`config.mk`:
```
export PLATFORM = sky130hd
export DESIGN_NAME = exec_alu_stage
export DESIGN_NICKNAME = d
export VERILOG_FILES = /design/src/rtl/exec_alu_stage.sv
export SDC_FILE = /design/constraint.sdc
export NUM_CORES = 1
export LEC_CHECK = 0
export CAP_MARGIN = 40
export CORE_AREA = 10 10 284 177
export CTS_CLUSTER_SIZE = 16
export DETAILED_ROUTE_END_ITERATION = 10
export DIE_AREA = 0 0 294 187
export PLACE_DENSITY_LB_ADDON = 0.08
export SLEW_MARGIN = 25
export SYNTH_ARGS = -nofsm -noshare
export SYNTH_HDL_FRONTEND = slang
export SYNTH_SLANG_ARGS = --single-unit
```
`constraint.sdc`:
```
create_clock -name clk -period 0.8 [get_ports clk]
set_clock_uncertainty 0.1 [all_clocks]
set_input_delay 0.12 -clock clk [delete_from_list [all_inputs] [get_ports clk]]
set_output_delay 0.12 -clock clk [all_outputs]
set_load 0.01 [all_outputs]
```
`src/rtl/exec_alu_stage.sv`:
```
// ----------------------------------------------------------------------------
// exec_alu_stage
//   Execute stage of a single-cycle LEGv8-style core. It decodes the ALU
//   control code from ALUOp and the instruction opcode, runs the 64-bit ALU
//   with a zero flag, and forms PC+4 and the branch target. It then selects
//   the next PC from branch & zero. Every output is registered, so each
//   result appears one clock after its inputs.
//
// Ports
//   clk           in   rising-edge clock
//   reset_n       in   asynchronous active-low reset (clears all outputs)
//   pc            in   current instruction address
//   reg_data_1    in   ALU operand A (Rn)
//   reg_data_2    in   register operand B (Rm/Rt)
//   sign_ext_imm  in   sign-extended immediate / branch offset in words
//   alu_src       in   0: B = reg_data_2, 1: B = sign_ext_imm
//   alu_op        in   ALUOp from the control unit
//   opcode        in   instruction[31:21]
//   branch        in   conditional-branch instruction flag
//   alu_ctrl      out  decoded ALU operation
//   alu_result    out  ALU result
//   zero          out  ALU result equals zero
//   pc_plus4      out  pc + 4
//   branch_target out  pc + (sign_ext_imm << 2)
//   next_pc       out  branch & zero ? branch_target : pc_plus4
// ----------------------------------------------------------------------------
module exec_alu_stage #(
    parameter int WIDTH = 64
) (
    input  logic             clk,
    input  logic             reset_n,
    input  logic [WIDTH-1:0] pc,
    input  logic [WIDTH-1:0] reg_data_1,
    input  logic [WIDTH-1:0] reg_data_2,
    input  logic [WIDTH-1:0] sign_ext_imm,
    input  logic             alu_src,
    input  logic [1:0]       alu_op,
    input  logic [10:0]      opcode,
    input  logic             branch,
    output logic [3:0]       alu_ctrl,
    output logic [WIDTH-1:0] alu_result,
    output logic             zero,
    output logic [WIDTH-1:0] pc_plus4,
    output logic [WIDTH-1:0] branch_target,
    output logic [WIDTH-1:0] next_pc
);

    logic [3:0]       w_alu_ctrl;
    logic [WIDTH-1:0] w_operand_b;
    logic [WIDTH-1:0] w_alu_result;
    logic             w_zero;
    logic [WIDTH-1:0] w_pc_plus4;
    logic [WIDTH-1:0] w_branch_target;
    logic [WIDTH-1:0] w_next_pc;

    logic [3:0]       r_alu_ctrl;
    logic [WIDTH-1:0] r_alu_result;
    logic             r_zero;
    logic [WIDTH-1:0] r_pc_plus4;
    logic [WIDTH-1:0] r_branch_target;
    logic [WIDTH-1:0] r_next_pc;

    // Map ALUOp and the R-type opcode to a 4-bit ALU control code.
    function automatic logic [3:0] decode_alu_ctrl(input logic [1:0]  op,
                                                   input logic [10:0] opc);
        logic [3:0] ctrl;
        case (op)
            2'b00:   ctrl = 4'b0010;
            2'b01:   ctrl = 4'b0111;
            2'b11:   ctrl = 4'b0010;
            2'b10: begin
                case (opc)
                    11'b10001011000: ctrl = 4'b0010;
                    11'b11001011000: ctrl = 4'b0110;
                    11'b10001010000: ctrl = 4'b0000;
                    11'b10101010000: ctrl = 4'b0001;
                    default:         ctrl = 4'b1111;
                endcase
            end
            default: ctrl = 4'b1111;
        endcase
        return ctrl;
    endfunction

    // ALU operation. Unused control codes produce 0.
    function automatic logic [WIDTH-1:0] alu_compute(input logic [3:0]       ctrl,
                                                     input logic [WIDTH-1:0] a,
                                                     input logic [WIDTH-1:0] b);
        logic [WIDTH-1:0] res;
        case (ctrl)
            4'b0000: res = a & b;
            4'b0001: res = a | b;
            4'b0010: res = a + b;
            4'b0110: res = a - b;
            4'b0111: res = b;
            4'b1100: res = ~(a | b);
            default: res = {WIDTH{1'b0}};
        endcase
        return res;
    endfunction

    // Combinational execute datapath for the current inputs.
    always_comb begin
        w_alu_ctrl      = decode_alu_ctrl(alu_op, opcode);
        if (alu_src) begin
            w_operand_b = sign_ext_imm;
        end else begin
            w_operand_b = reg_data_2;
        end
        w_alu_result    = alu_compute(w_alu_ctrl, reg_data_1, w_operand_b);
        w_zero          = (w_alu_result == {WIDTH{1'b0}});
        w_pc_plus4      = pc + WIDTH'(4);
        // The word offset becomes a byte offset. The top two immediate bits
        // fall off, and the add wraps modulo 2^WIDTH.
        w_branch_target = pc + {sign_ext_imm[WIDTH-3:0], 2'b00};
        if (branch && w_zero) begin
            w_next_pc   = w_branch_target;
        end else begin
            w_next_pc   = w_pc_plus4;
        end
    end

    // Output registers: capture every cycle, cleared asynchronously.
    always_ff @(posedge clk or negedge reset_n) begin
        if (!reset_n) begin
            r_alu_ctrl      <= 4'b0000;
            r_alu_result    <= {WIDTH{1'b0}};
            r_zero          <= 1'b0;
            r_pc_plus4      <= {WIDTH{1'b0}};
            r_branch_target <= {WIDTH{1'b0}};
            r_next_pc       <= {WIDTH{1'b0}};
        end else begin
            r_alu_ctrl      <= w_alu_ctrl;
            r_alu_result    <= w_alu_result;
            r_zero          <= w_zero;
            r_pc_plus4      <= w_pc_plus4;
            r_branch_target <= w_branch_target;
            r_next_pc       <= w_next_pc;
        end
    end

    assign alu_ctrl      = r_alu_ctrl;
    assign alu_result    = r_alu_result;
    assign zero          = r_zero;
    assign pc_plus4      = r_pc_plus4;
    assign branch_target = r_branch_target;
    assign next_pc       = r_next_pc;

endmodule

```
==> metrics.cfg, run 1 <==
[run_status]
status=aborted with a tool error
haltStage=5_1_grt
error_line=[ERROR GRT-0232] Routing congestion too high. Check the congestion heatmap in the GUI.

[cts]
cts-buffers-inserted=26
clk_path_buf_depth=3
h-tree-depth=1
cts-root-buf=clkbuf_16
cts_sinks=257

[synth]
syn_area_mm2=0.0201
synth_seq_cells=257
synth-edff-count=0
synth_fp_nets=2702
synth.most_common_cell=dfrtp_1
async_flop_share_pct=100
syn_avg_cell_area_um2=8.73
synth_top_area_cell=dfrtp_1
synth_cell_types=78
synth_commonest_cells=dfrtp_1 (257), a21oi_1 (224), o21ai_0 (211)
synth_ff_type=dfrtp_1
synth_top_area_share_pct=32.1
ys_warn_count=0
synthCells=2297
synthTopCellsByArea=dfrtp_1 (32%), ha_1 (8.1%), xnor2_1 (6.1%)
seq_area_frac_synth_pct=32.1

[global_route]
grt_overflow=120
antenna_found_initial=53
grt_max_degree=54
grt_usage_pct=71.1

[timing]
grt_worst_setup_endpoint=next_pc[16]$_DFF_PN0_/D
endpoint_type=sequential cell input

[floorplan]
start_util_pct=44.2
fp-row-count=61
ios=534
die_h_um=187
dieWidth_um=294

[place]
place_area_mm2=0.0344
place_hpwl_um=94100
io_buffer_count=533
gp_congestion=1.09

-- metal layers --
metal	overflow	track usage (%)
met2	45	83.3
met5	0	37.1
met4	55	58.9
met3	9	64.8
met1	11	72.3
-- logic make-up after synthesis --
family                     share of synthesized area (%)
AOI/OAI and AO/OA                                   21.0
adders and majority gates                           8.31
xor gates and xnor gates                            10.3
buffers and inverters                               3.51
and+or+nand+nor                                     16.7
muxes                                               8.21
DFF                                                 32.1
-- timing repair --
action	CTS
setup buffers	59
hold buffers	3
cloned	4
endpoints found under the setup margin	514
hold endpoints to repair	261
pin swaps	106
gates resized for setup	299
-- metrics by stage --
step	hold slack [ps]	utilization (%)	setup TNS, ps	worst slack, ps	cells
after floorplan	-276	-	-688840	-5570	2297
after global placement	-178	75.8	-1000470	-6560	4370
after detailed placement	-174	75.8	-1020650	-6630	4370
after CTS	-94.3	81.4	-1010520	-5760	4478
==> run 2: changes to the inputs <==
- CORE_AREA: 10 10 284 177 -> 10 10 235 237
- CTS_CLUSTER_SIZE: 16 -> unset
- DIE_AREA: 0 0 294 187 -> 0 0 245 247
- PLACE_DENSITY_LB_ADDON: 0.08 -> 0.15
- clock period: 0.8 -> 1 ns (I/O delays scaled with it)
==> metrics.cfg, run 2 <==
[floorplan]
start_util_pct=39.6  ; -4.6 points
fp-row-count=83  ; +36%
die-area_mm2=0.0605
core_mm2=0.0507
die_h_um=247  ; +32%
dieWidth_um=245  ; -17%
ios=534  ; unchanged

[routing]
viasPerCell=5.57
totalWireLength_um=112000
vias=25800
drc=0
wire_per_inst_um=24.3
drt_iter0_drc=2233
first_pass_iters=5
ant_nets=0

[cells_and_area]
final_cell_mix=buf_4 (1026), clkdlybuf4s50_1 (451), dfrtp_1 (257)
fin_nets=4303
area_delta_synth_final_pct=96.6
drive_above_1_share_pct=45.5
fillers=3365
final_common_cell=buf_4

[timing]
tightestPinTransition_ps=780
max_slew_margin_pct=48.0
hold_viol_final=16
period_needed_ps=6630
hold_ws_ps=-209
rsz0062_at_grt=yes
clock.fmax_mhz=151
fin_ws_ps=-5630
setup_violations=505
fin_crit_sh_pct=663
maxSlewViolCount=0

[run_status]
status=finished, violations left
violations=hold timing, setup timing

[worst_setup_path]
worstSetupEndpointType=flop
crit_end=next_pc[56]$_DFF_PN0_
cp-startpoint=alu_src
required_ps=1360
startpoint_type=input pin
criticalPathCategory=input pin to flop
slowest_delay_ps=560
critPathSlowestCell=or4b_4
worstPathArrival_ps=6990
crit_fanout=7

[power_and_ir_drop]
power.total_uw=53700
p_per_area_mw_per_mm2=1360
ir_drop_mv=1.36
p_leak_uw=0.0182

[synth]
synth_ff_type=dfrtp_1
synthCells=2297  ; unchanged
syn_avg_cell_area_um2=8.73  ; unchanged
synth_cell_types=78  ; unchanged
synthTopCellsByArea=dfrtp_1 (32%), ha_1 (8.1%), xnor2_1 (6.1%)
seq_area_frac_synth_pct=32.1  ; unchanged
ys_warn_count=0  ; unchanged
async_flop_share_pct=100  ; unchanged
synth.most_common_cell=dfrtp_1
syn_area_mm2=0.0201  ; unchanged
synth_top_area_cell=dfrtp_1
synth-edff-count=0  ; unchanged
synth_commonest_cells=dfrtp_1 (257), a21oi_1 (224), o21ai_0 (211)
synth_top_area_share_pct=32.1  ; unchanged
synth_fp_nets=2702  ; unchanged
synth_seq_cells=257  ; unchanged

[global_route]
grt_pass1_wl_um=156000
grt_overflow=0
antenna_found_initial=30
grt_pass1_vias=25300
grt_usage_pct=33.5
grt_max_degree=54

[place]
io_buffer_count=533  ; unchanged
gp_congestion=1.03  ; -4.9%
pre_cts_slack_ps=-6700  ; -63.6 ps
place_hpwl_um=87000  ; -7.5%

[cts]
cts_sinks=257  ; unchanged
cts-root-buf=clkbuf_16
cts.clk_slew.worst_paths_ps=70
cts-buffers-inserted=27  ; +3.8%
h-tree-depth=1  ; unchanged
tritoncts=done
clk_path_buf_depth=3  ; unchanged

[job]
drv_cap=0

[worst_hold_path]
min_path_type=input pin to flop

[run 2: cell counts after synthesis]
Identical to the previous run, type by type.
[run 2: layout make-up]
| type | instances | area [µm²] | area share (%) |
|---|---|---|---|
| clock buffers | 33 | 728 | 1.85 |
| flip-flops and latches | 257 | 6430 | 16.3 |
| inverters | 70 | 265 | 0.673 |
| diodes | 28 | 70.1 | 0.178 |
| clock inverters | 16 | 200 | 0.508 |
| well taps | 680 | 851 | 2.16 |
| multi-input cells | 1878 | 16400 | 41.5 |
| repair buffers | 1664 | 14500 | 36.8 |
[run 2: metrics by stage]
stage	utilization (%)	instance area [µm²]	instances	TNS (ps)	hold WS, ps
floorplan	-	21100	2297	-647060	-246
global placement	67.5	34200	4411	-938230	17.6
detailed placement	67.5	34200	4411	-952700	23.8
CTS	72.1	36500	4520	-890350	-24.6
global route	77.8	39400	4626	-890810	-217
finish	77.8	39400	4626	-859900	-209
[run 2: worst min path at each step]
stage                                from                  endpoint  slack [ps]  cells after the start
after floorplan                   reset_n     alu_ctrl[0]$_DFF_PN0_        -250                      0
after global placement            reset_n  alu_result[20]$_DFF_PN0_          20                      1
after detailed placement          reset_n  alu_result[20]$_DFF_PN0_          20                      1
after CTS                 sign_ext_imm[0]      next_pc[2]$_DFF_PN0_         -20                      4
after global routing                pc[7]     pc_plus4[7]$_DFF_PN0_        -220                      3
final                               pc[7]     pc_plus4[7]$_DFF_PN0_        -210                      3
[run 2: critical path, delay by kind of cell]
family | cells | cell delay (ps)
AOI/OAI and AO/OA | 6 | 1190
adders and majority gates | 2 | 580
xor gates and xnor gates | 2 | 320
muxes | 2 | 580
buffers and inverters | 8 | 1050
and+or+nand+nor | 10 | 3050
[run 2: cell families after synthesis]
family / Yosys count / share of synthesized area [%]
compound gates: 695 / 21.0
simple gates: 682 / 16.7
flops: 257 / 32.1
xor+xnor: 235 / 10.3
buf+inv: 163 / 3.51
mux: 133 / 8.21
fa+ha+maj: 132 / 8.31
[run 2: where the power goes]
group          switching, µW  leakage, µW  internal, µW
registers                591      0.00307         11800
clock network           4660     0.000443          6030
logic                  14900       0.0147         15800
total                  20100       0.0182         33600
[run 2: timing repair]
| action | in CTS | in global routing |
|---|---|---|
| endpoints found under the hold margin | 262 | 21 |
| pin swaps | 112 | 192 |
| hold buffers | 4 | 2 |
| endpoints found under the setup margin | 512 | 513 |
| gates resized for setup | 248 | 542 |
| cloned | 5 | 2 |
| buffers inserted | 52 | 85 |
[run 2: metal layers]
metal  routed length, µm  track usage, %
met3                9590            6.26
met5                  10               0
met1               45100            43.7
met4                5230            13.1
met2               52400            54.3
No activity file was read; power rests on OpenSTA's default activity.
